===== src/rtl/rf_seq_if.sv =====
// rf_seq_if -- command, stream and register-file port bundle for rf_seq.
//
// Optional feature: when RF_SEQ_CHECKSUM_EN is defined, rf_seq adds a
// separate 'checksum' output port. That port is not part of this bundle.
//
// Signals (direction seen from the sequencer, i.e. the 'slave' modport):
//   start, mode, start_adr, len   in   command strobe and its arguments
//   busy, done                    out  status (done is a one-cycle pulse)
//   s_data, s_valid / s_ready     in / out   load input stream
//   m_data, m_valid / m_ready     out / in   dump output stream
//   rf_data_in, rf_ce, rf_adr     out  register file write/address port
//   rf_data_out                   in   register file read data (combinational)
interface rf_seq_if;
  logic       start;
  logic       mode;
  logic [2:0] start_adr;
  logic [2:0] len;
  logic       busy;
  logic       done;
  logic [7:0] s_data;
  logic       s_valid;
  logic       s_ready;
  logic [7:0] m_data;
  logic       m_valid;
  logic       m_ready;
  logic [7:0] rf_data_in;
  logic       rf_ce;
  logic [2:0] rf_adr;
  logic [7:0] rf_data_out;

  // Sequencer side.
  modport slave (
    input  start, mode, start_adr, len, s_data, s_valid, m_ready, rf_data_out,
    output busy, done, s_ready, m_data, m_valid, rf_data_in, rf_ce, rf_adr
  );

  // Controller / environment side.
  modport master (
    output start, mode, start_adr, len, s_data, s_valid, m_ready, rf_data_out,
    input  busy, done, s_ready, m_data, m_valid, rf_data_in, rf_ce, rf_adr
  );
endinterface


===== src/rtl/rf_seq.sv =====
// rf_seq -- bulk load/dump sequencer for the 8x8-bit register file.
//
// A start command (mode, start_adr, len) walks len+1 consecutive register
// addresses, wrapping 7->0. Load mode writes bytes taken from the s_* stream
// into the register file; dump mode reads registers out onto the m_* stream.
// The sequencer owns the register file port while busy.
//
// Ports:
//   clk       in   rising-edge clock
//   rst_n     in   asynchronous active-low reset
//   bus       rf_seq_if.slave: command, status, streams, register file port
//   checksum  out  8-bit modulo-256 sum of transferred bytes
//                  (present only when RF_SEQ_CHECKSUM_EN is defined)
//
// Build option: RF_SEQ_CHECKSUM_EN enables the checksum port and its adder.
module rf_seq (
  input  logic    clk,
  input  logic    rst_n,
  rf_seq_if.slave bus
`ifdef RF_SEQ_CHECKSUM_EN
  ,
  output logic [7:0] checksum
`endif
);

  typedef enum logic [1:0] {
    S_IDLE = 2'd0,
    S_LOAD = 2'd1,
    S_DUMP = 2'd2,
    S_DONE = 2'd3
  } state_t;

  state_t     r_state;
  state_t     w_state_nxt;
  logic [2:0] r_cur_adr;
  logic [2:0] r_remaining;
  logic       w_hs;
  logic       w_accept;

  // A start is only honoured in IDLE; anywhere else it is simply dropped.
  assign w_accept = (r_state == S_IDLE) && bus.start;

  always_ff @(posedge clk or negedge rst_n) begin
    if (!rst_n) begin
      r_state <= S_IDLE;
    end else begin
      r_state <= w_state_nxt;
    end
  end

  // Next state and all port outputs. Outputs are decoded from the state only
  // (plus pass-through of stream inputs), so rf_ce falls the moment reset
  // forces the state back to IDLE.
  always_comb begin
    w_state_nxt    = r_state;
    w_hs           = 1'b0;
    bus.busy       = 1'b0;
    bus.done       = 1'b0;
    bus.s_ready    = 1'b0;
    bus.m_valid    = 1'b0;
    bus.rf_ce      = 1'b0;
    bus.rf_adr     = 3'd0;
    bus.rf_data_in = 8'd0;
    bus.m_data     = bus.rf_data_out;
    case (r_state)
      S_IDLE: begin
        if (bus.start) begin
          w_state_nxt = bus.mode ? S_DUMP : S_LOAD;
        end
      end
      S_LOAD: begin
        bus.busy       = 1'b1;
        bus.s_ready    = 1'b1;
        bus.rf_adr     = r_cur_adr;
        bus.rf_data_in = bus.s_data;
        bus.rf_ce      = bus.s_valid;
        w_hs           = bus.s_valid;
        if (w_hs && (r_remaining == 3'd0)) begin
          w_state_nxt = S_DONE;
        end
      end
      S_DUMP: begin
        // Register file is never written here, so m_data is stable under
        // backpressure without any holding register.
        bus.busy    = 1'b1;
        bus.m_valid = 1'b1;
        bus.rf_adr  = r_cur_adr;
        w_hs        = bus.m_ready;
        if (w_hs && (r_remaining == 3'd0)) begin
          w_state_nxt = S_DONE;
        end
      end
      S_DONE: begin
        bus.done    = 1'b1;
        w_state_nxt = S_IDLE;
      end
      default: begin
        w_state_nxt = S_IDLE;
      end
    endcase
  end

  // Address walker and transfer counter. remaining counts down to 0; the
  // handshake seen with remaining==0 is the last one.
  always_ff @(posedge clk or negedge rst_n) begin
    if (!rst_n) begin
      r_cur_adr   <= 3'd0;
      r_remaining <= 3'd0;
    end else if (w_accept) begin
      r_cur_adr   <= bus.start_adr;
      r_remaining <= bus.len;
    end else if (w_hs) begin
      r_cur_adr <= r_cur_adr + 3'd1;
      if (r_remaining != 3'd0) begin
        r_remaining <= r_remaining - 3'd1;
      end
    end
  end

`ifdef RF_SEQ_CHECKSUM_EN
  logic [7:0] r_checksum;
  logic [7:0] w_xfer_byte;

  assign w_xfer_byte = (r_state == S_DUMP) ? bus.rf_data_out : bus.s_data;

  // Running sum; holds after the last transfer until the next accepted start.
  always_ff @(posedge clk or negedge rst_n) begin
    if (!rst_n) begin
      r_checksum <= 8'd0;
    end else if (w_accept) begin
      r_checksum <= 8'd0;
    end else if (w_hs) begin
      r_checksum <= r_checksum + w_xfer_byte;
    end
  end

  assign checksum = r_checksum;
`endif

endmodule


===== src/flat_wrapper.sv =====
// flat-port wrapper written by rule: the top's interface ports become plain ports
module rf_seq_flat 
  (clk, rst_n, bus_start, bus_mode, bus_start_adr, bus_len, bus_s_data, bus_s_valid, bus_m_ready, bus_rf_data_out, bus_busy, bus_done, bus_s_ready, bus_m_data, bus_m_valid, bus_rf_data_in, bus_rf_ce, bus_rf_adr);
  rf_seq_if bus_i ();
  input  logic clk;
  input  logic rst_n;
  input wire logic [$bits(bus_i.start)-1:0] bus_start;
  input wire logic [$bits(bus_i.mode)-1:0] bus_mode;
  input wire logic [$bits(bus_i.start_adr)-1:0] bus_start_adr;
  input wire logic [$bits(bus_i.len)-1:0] bus_len;
  input wire logic [$bits(bus_i.s_data)-1:0] bus_s_data;
  input wire logic [$bits(bus_i.s_valid)-1:0] bus_s_valid;
  input wire logic [$bits(bus_i.m_ready)-1:0] bus_m_ready;
  input wire logic [$bits(bus_i.rf_data_out)-1:0] bus_rf_data_out;
  output wire logic [$bits(bus_i.busy)-1:0] bus_busy;
  output wire logic [$bits(bus_i.done)-1:0] bus_done;
  output wire logic [$bits(bus_i.s_ready)-1:0] bus_s_ready;
  output wire logic [$bits(bus_i.m_data)-1:0] bus_m_data;
  output wire logic [$bits(bus_i.m_valid)-1:0] bus_m_valid;
  output wire logic [$bits(bus_i.rf_data_in)-1:0] bus_rf_data_in;
  output wire logic [$bits(bus_i.rf_ce)-1:0] bus_rf_ce;
  output wire logic [$bits(bus_i.rf_adr)-1:0] bus_rf_adr;
  assign bus_i.start = bus_start;
  assign bus_i.mode = bus_mode;
  assign bus_i.start_adr = bus_start_adr;
  assign bus_i.len = bus_len;
  assign bus_i.s_data = bus_s_data;
  assign bus_i.s_valid = bus_s_valid;
  assign bus_i.m_ready = bus_m_ready;
  assign bus_i.rf_data_out = bus_rf_data_out;
  assign bus_busy = bus_i.busy;
  assign bus_done = bus_i.done;
  assign bus_s_ready = bus_i.s_ready;
  assign bus_m_data = bus_i.m_data;
  assign bus_m_valid = bus_i.m_valid;
  assign bus_rf_data_in = bus_i.rf_data_in;
  assign bus_rf_ce = bus_i.rf_ce;
  assign bus_rf_adr = bus_i.rf_adr;
  rf_seq u_core (.clk(clk), .rst_n(rst_n), .bus(bus_i));
endmodule

===== config.mk =====
export PLATFORM = sky130hd
export DESIGN_NAME = rf_seq_flat
export DESIGN_NICKNAME = d
export VERILOG_FILES = /design/src/rtl/rf_seq_if.sv /design/src/rtl/rf_seq.sv /design/src/flat_wrapper.sv
export SDC_FILE = /design/constraint.sdc
export NUM_CORES = 1
export LEC_CHECK = 0
export ABC_AREA = 1
export CORE_MARGIN = 4
export CORE_UTILIZATION = 37
export CTS_BUF_LIST = sky130_fd_sc_hd__clkbuf_2
export DETAILED_ROUTE_END_ITERATION = 8
export PLACE_DENSITY = 0.94
export SYNTH_ARGS = -nofsm -noshare
export SYNTH_HDL_FRONTEND = slang
export SYNTH_SLANG_ARGS = --single-unit

===== constraint.sdc =====
create_clock -name clk -period 1.8 [get_ports clk]
set_clock_uncertainty 0.2 [all_clocks]
set_input_delay 0.36 -clock clk [delete_from_list [all_inputs] [get_ports clk]]
set_output_delay 0.36 -clock clk [all_outputs]
set_load 0.05 [all_outputs]

==> metrics.log <==
INFO  metric yosysUniqueCellTypes = 15
INFO  metric placeableCoreArea = 0.00200 mm^2
INFO  metric setup.worst_path.start_class = flop
INFO  metric synth.area.mux_share = 0%
INFO  metric max_slew_margin = 72.7%
INFO  metric root_cell_of_the_clock_tree = sky130_fd_sc_hd__clkbuf_2
INFO  metric area_share_of_the_largest_cell_type_after_synthesis = 25.2%
INFO  metric place_inst = 178
INFO  metric synthesis.nets = 159
INFO  metric cell_with_the_biggest_individual_delay_on_the_critical_path = sky130_fd_sc_hd__dfrtp_2
INFO  metric avgSynthCellArea = 6.45 um^2
INFO  metric sequential_share_of_the_synthesized_area = 25.2%
INFO  metric areaGrowthSynthToFinish = 81.7%
INFO  metric synth_largest_area_cell = sky130_fd_sc_hd__dfrtp_1
INFO  metric violations = setup timing
INFO  metric achievable-frequency = 0.506 GHz
INFO  metric yosys.area_share.adder = 12.6%
INFO  metric wire_length_of_the_first_global_routing_pass = 5.30 mm
INFO  metric syn-cell-area = 793 um^2
INFO  metric clock_sink_count = 8
INFO  metric antenna_cells_inserted = 0
INFO  metric die_area = 0.00295 mm^2
INFO  metric leakagePower = 0.000646 uW
INFO  metric globalRouteTotalUtil = 26.3%
INFO  metric final_cells = 185
INFO  metric number_of_global_route_vias_before_repair = 1008
INFO  metric worstPathCellList = inv_2 > ha_4 > nand2_2 > clkinvlp_4 > buf_12
INFO  metric finalWeightedCongestion = 0.755
INFO  metric yosys.area_share.xor_xnor = 0%
INFO  metric slew_viol_final = 0
INFO  metric grt_max_degree = 13
INFO  metric die-width = 54.3 um
INFO  metric cts_inserted_buffers = 3
INFO  metric post_synth_inst_count = 123
INFO  metric peakVddDrop = 1.27 mV
INFO  metric drtPass1Iterations = 4
INFO  metric count_of_buffer_and_inverter_cells_on_the_critical_path = 3
INFO  metric pwr_density_cell = 2100 mW/mm^2
INFO  metric floorplan.initialDensity = 39.6%
INFO  metric drcViolationCount = 0
INFO  metric report.final.setup_viol = 15
INFO  metric finalWirelength = 3.58 mm
INFO  metric worst_path_largest_cell_delay = 420 ps
INFO  metric routed_via_density = 5.43
INFO  metric port-buffer-count = 35
INFO  metric synth_compound_area_share = 4.10%
INFO  metric finalCritPeriodShare = 110%
INFO  metric grt-ovfl-total = 0
INFO  metric ys_warn_count = 0
INFO  metric cp_top_family = flip-flops
INFO  metric kind_of_path_behind_the_tightest_hold_check = in2async
INFO  metric clock_latency = 250 ps
INFO  metric postCtsHoldBufs = 0
INFO  metric ant_nets = 0
INFO  metric dp_hpwl = 2.30 mm
INFO  metric htree_num_levels = 1
INFO  metric initial_antenna_violation_count = 0
INFO  metric fin_nets = 196
INFO  metric timing.critical_path.arrival = 1420 ps
INFO  metric dr.first_iter.drc_count = 38
INFO  metric clk_pin_slew = 100 ps
INFO  metric clock_path_buffers = 2
INFO  metric dominant_combinational_cell_family_by_area_after_synthesis = simple AND/OR/NAND/NOR gates
INFO  metric worst-slew-pin-transition = 408 ps
INFO  metric critical_path_class = reg2out
INFO  metric share_of_synthesized_cell_area_in_and_or_nand_and_nor_gates = 36.8%
INFO  metric setup_ws = -177 ps
INFO  metric tritoncts = yes
INFO  metric top_level_ports = 52
INFO  metric routed_via_count = 1004
INFO  metric hold_ws = 194 ps
INFO  metric dieHeight = 54.3 um
INFO  metric path_max_fanout = 4
INFO  metric result_of_the_run = complete, but fails checks
INFO  metric timing_hold_violations_final = 0
INFO  metric period_minus_slack = 1980 ps
INFO  metric post_route_cells_drive_above_1_share = 39.9%
INFO  metric cap_violations = 0
INFO  metric top_cells_by_area_synth = sky130_fd_sc_hd__dfrtp_1 (25%), sky130_fd_sc_hd__nand2_1 (23%), sky130_fd_sc_hd__ha_1 (13%), sky130_fd_sc_hd__inv_1 (11%), sky130_fd_sc_hd__buf_4 (8.5%)
INFO  metric wl_per_cell = 19.3 um
INFO  metric req_time_crit_path = 1240 ps
INFO  metric num_rows = 16
INFO  metric num-fill-cells = 125
INFO  metric timing.critical_path.to_type = output pin
INFO  metric synth.ff_latch_count = 8
INFO  metric grt_setup_unrepaired = yes
## where the power goes
group	internal (uW)	switching [uW]	total (uW)
sequential	275	84.2	359
combinational	1060	1500	2560
clock	45.4	65.5	111
total	1380	1650	3030
## Yosys cell counts
cell type and number:
sky130_fd_sc_hd__a21oi_2 2, sky130_fd_sc_hd__nand4_1 2, sky130_fd_sc_hd__dfrtp_1 8, sky130_fd_sc_hd__o21ai_0 1, sky130_fd_sc_hd__ha_1 8, sky130_fd_sc_hd__buf_4 9
sky130_fd_sc_hd__nor2_2 2, sky130_fd_sc_hd__nor2_1 1, sky130_fd_sc_hd__nand2_1 49, sky130_fd_sc_hd__o21ai_1 2, sky130_fd_sc_hd__inv_1 24, sky130_fd_sc_hd__nand2_2 3
sky130_fd_sc_hd__nand3_2 1, sky130_fd_sc_hd__nand3_1 10, sky130_fd_sc_hd__buf_6 1
## registers in the layout, indices dropped and copies added, names as in the netlist
| name | cells |
|---|---|
| u_core.r_cur_adr | 3 |
| u_core.r_remaining | 3 |
| u_core.r_state | 2 |
## routing by layer
metal / wire length, um / vias up / global-route usage [%]
met5: 0 / - / 0
met1: 1310 / 480 / 28.6
met2: 1820 / 78 / 48.4
met4: 91 / 0 / 9.54
li1: - / 436 / -
met3: 354 / 10 / 6.54
## metrics by stage
stage          setup TNS [ps]  total power (uW)  setup slack [ps]  util [%]  area (um^2)
3_3_place_gp                0              2430              82.0      66.5         1330
3_5_place_dp                0              2570              20.8      66.5         1330
4_1_cts                 -1520              2890              -140      72.0         1440
5_1_grt                 -2840              3170              -204      72.0         1440
6_report                -2090              3030              -177      72.0         1440
2_1_floorplan           -1070              1710             -89.4         -          843
## path summary, 6_finish.rpt
check | startpoint | to | slack [ps] | cells past startpoint
min | rst_n | u_core.r_state[1] | 190 | 1
min in group clk | u_core.r_remaining[1] | u_core.r_remaining[1] | 330 | 2
max reg2reg | u_core.r_state[0] | u_core.r_cur_adr[1] | 20 | 9
max in group asynchronous | rst_n | u_core.r_remaining[1] | 890 | 1
min reg2reg | u_core.r_remaining[1] | u_core.r_remaining[1] | 330 | 2
max | u_core.r_state[0] | bus_rf_adr[0] | -180 | 5
## cell type report
class	instances	area, um^2	share of cell area (%)
well taps	27	33.8	2.34
flip-flops and latches	8	201	14.0
inverters	24	135	9.38
clock buffers	3	15.0	1.04
multi-input cells	81	489	33.9
repair buffers	42	567	39.3
## cells in the final DEF, fill, tap and decap left out
master / Yosys / layout
sky130_fd_sc_hd__nand2_1: 49 / 38
sky130_fd_sc_hd__clkdlybuf4s50_1: 0 / 19
sky130_fd_sc_hd__buf_12: 0 / 16
sky130_fd_sc_hd__nand2_2: 3 / 14
sky130_fd_sc_hd__clkinvlp_4: 0 / 12
sky130_fd_sc_hd__inv_1: 24 / 10
sky130_fd_sc_hd__nand3_1: 10 / 10
sky130_fd_sc_hd__dfrtp_1: 8 / 7
sky130_fd_sc_hd__buf_4: 9 / 6
sky130_fd_sc_hd__ha_1: 8 / 5
sky130_fd_sc_hd__ha_4: 0 / 3
sky130_fd_sc_hd__clkbuf_2: 0 / 3
sky130_fd_sc_hd__inv_2: 0 / 2
sky130_fd_sc_hd__nand4_1: 2 / 2
sky130_fd_sc_hd__o21ai_1: 2 / 2
sky130_fd_sc_hd__nor2_2: 2 / 2
sky130_fd_sc_hd__a21oi_2: 2 / 2
sky130_fd_sc_hd__nor2_1: 1 / 1
sky130_fd_sc_hd__o21ai_0: 1 / 1
sky130_fd_sc_hd__nand3_2: 1 / 1
sky130_fd_sc_hd__buf_6: 1 / 1
sky130_fd_sc_hd__dfrtp_2: 0 / 1
## kinds of logic (layout without fill, tap and decap cells)
logic type	Yosys count	count (layout)
simple gates	68	68
buf+inv	34	69
fa+ha+maj	8	8
flops	8	8
compound gates	5	5
## timing repair
action                                 CTS  global route
resized for setup                       19             0
setup endpoints to repair               15            20
buffers inserted                         4             0
endpoints found under the hold margin    0             0
No activity file was read; power rests on OpenSTA's default activity.
==> RTL change (config.mk and constraints unchanged) <==
The 4 states of `state_t` get a one-hot encoding in 4 bits.
--- a/src/rtl/rf_seq.sv
+++ b/src/rtl/rf_seq.sv
@@ -23,11 +23,11 @@
 `endif
 );
 
-  typedef enum logic [1:0] {
-    S_IDLE = 2'd0,
-    S_LOAD = 2'd1,
-    S_DUMP = 2'd2,
-    S_DONE = 2'd3
+  typedef enum logic [3:0] {
+    S_IDLE = 4'b0001,
+    S_LOAD = 4'b0010,
+    S_DUMP = 4'b0100,
+    S_DONE = 4'b1000
   } state_t;
 
   state_t     r_state;
Function: no difference found for any inputs over 10 cycles, from zero or initial values and one cycle with rst_n low; not proved beyond that.
==> RTL change against the original RTL <==
The flow still finishes with violations (setup timing). Register-to-register slack worse by 140 ps. Total power down 1.2%. Sequential power up 33%. Area after synthesis up 6.6%. Design area up 28%. Routed wire length up 24%. Worst setup slack worse by 130 ps. Sequential cell count up 2. Die area up 5.6%. Critical endpoint is now bus_rf_adr[2].
==> RTL change: results (changes against the original RTL) <==
<table>
<tr><th>Metric</th><th>Value</th></tr>
<tr><th colspan="2">Status</th></tr>
<tr><td>Outcome</td><td>finished, violations left</td></tr>
<tr><td>Violations in the final reports</td><td>setup timing</td></tr>
<tr><th colspan="2">Yosys</th></tr>
<tr><td>Leading post-synthesis cells by cell area</td><td>dfrtp_1 27%, nand2_1 12%, inv_1 10%</td></tr>
<tr><td>Total nets after synthesis</td><td>152 (-4.4%)</td></tr>
<tr><td>Distinct cell type count after synthesis</td><td>21 (+6)</td></tr>
<tr><td>Flops &amp; latches, synth</td><td>10 (+2)</td></tr>
<tr><th colspan="2">Drt</th></tr>
<tr><td>Number of detailed-routing iterations run before antenna repair</td><td>5 (+1)</td></tr>
<tr><td>Vias/cell</td><td>5.68 (+4.6%)</td></tr>
<tr><td>Amount of wire on met2 after detailed routing</td><td>2070 um (+14%)</td></tr>
<tr><th colspan="2">Finish</th></tr>
<tr><td>Count of nets after finishing</td><td>216 (+10%)</td></tr>
<tr><td>Layout clock area frac</td><td>1.09% (+0.048 points)</td></tr>
<tr><td>Plain + repair buffers</td><td>67 (+60%)</td></tr>
<tr><td>Fraction of area in multi-input gates</td><td>33.2% (-0.79 points)</td></tr>
<tr><th colspan="2">Critical path</th></tr>
<tr><td>Slowest cell on crit path</td><td>dfstp_2</td></tr>
<tr><td>CP max stage delay</td><td>640 ps (+220 ps)</td></tr>
<tr><td>Last element of the critical path</td><td>bus_rf_adr[2]</td></tr>
<tr><th colspan="2">STA</th></tr>
<tr><td>Setup slack of the critical path after layout</td><td>-306 ps (-129 ps)</td></tr>
<tr><td>Slew @ Worst Pin</td><td>479 ps (+71.0 ps)</td></tr>
<tr><td>Setup violators final</td><td>23 (+8)</td></tr>
<tr><td>Worst Hold Slack</td><td>139 ps (-54.7 ps)</td></tr>
<tr><th colspan="2">Clocking</th></tr>
<tr><td>Clock input transition at the sequential cells of the worst setup and hold paths</td><td>150 ps (+50 ps)</td></tr>
<tr><td>Clock latency of the later-clocked register in the worst-skew pair</td><td>320 ps (+70 ps)</td></tr>
<tr><th colspan="2">Global route</th></tr>
<tr><td>Number of global-route vias before repair</td><td>1104 (+9.5%)</td></tr>
<tr><td>Met2 global-route usage</td><td>42.9% (-5.5 points)</td></tr>
<tr><td>Global-route met3 utilization</td><td>7.89% (+1.3 points)</td></tr>
<tr><th colspan="2">Power and ir drop</th></tr>
<tr><td>Peak supply drop</td><td>1.07 mV (-16%)</td></tr>
<tr><td>Leakage power of the design</td><td>0.000888 uW (+38%)</td></tr>
<tr><th colspan="2">Placement</th></tr>
<tr><td>Total half-perimeter wirelength after legalization and detailed placement</td><td>2320 um (+0.93%)</td></tr>
</table>
## RTL change: cell types whose count changed after synthesis, sizes merged, moves of 3 or more
cell,unedited run,this run
nand4,2,7
ha,8,3
o21ai,3,6
nor2,3,18
nand2,52,27
## RTL change: power breakdown
| part | internal, uW | total, uW | switching, uW |
|---|---|---|---|
| combinational | 1060 | 2360 | 1290 |
| sequential | 339 | 476 | 136 |
| clock | 58.8 | 162 | 103 |
| total | 1460 | 3000 | 1530 |
## RTL change: kinds of logic after synthesis
kind of cell	after synthesis	share of synthesized area [%]
AO/OA/AOI/OAI	6	4.88
adder cells (fa/ha/maj)	3	4.44
flip-flops	10	29.7
AND/OR/NAND/NOR	65	38.9
buffers and inverters	35	20.0
XOR/XNOR	2	2.07
## RTL change: metrics by stage
stage               util, %  setup TNS (ps)  cell area [um2]  worst slack [ps]  cells
finish                 83.9           -4870             1840              -306    212
global route           83.9           -5560             1840              -338    212
CTS                    77.2           -2460             1690              -187    199
detailed placement     66.0           -7.81             1450             -7.05    182
global placement       66.0               0             1450              45.9    182
floorplan                 -            -330              920             -61.9    121
## RTL change: how the worst min path moves through the flow
stage,from,to,depth (start not counted)
6_report,rst_n,u_core.r_state[1]$_DFFE_PN0P_,1
5_1_grt,rst_n,u_core.r_state[1]$_DFFE_PN0P_,1
4_1_cts,rst_n,u_core.r_state[3]$_DFFE_PN0P_,1
3_5_place_dp,u_core.r_remaining[0]$_DFFE_PN0P_,u_core.r_remaining[0]$_DFFE_PN0P_,2
3_3_place_gp,u_core.r_remaining[1]$_DFFE_PN0P_,u_core.r_remaining[1]$_DFFE_PN0P_,2
2_1_floorplan,rst_n,u_core.r_cur_adr[0]$_DFFE_PN0P_,0
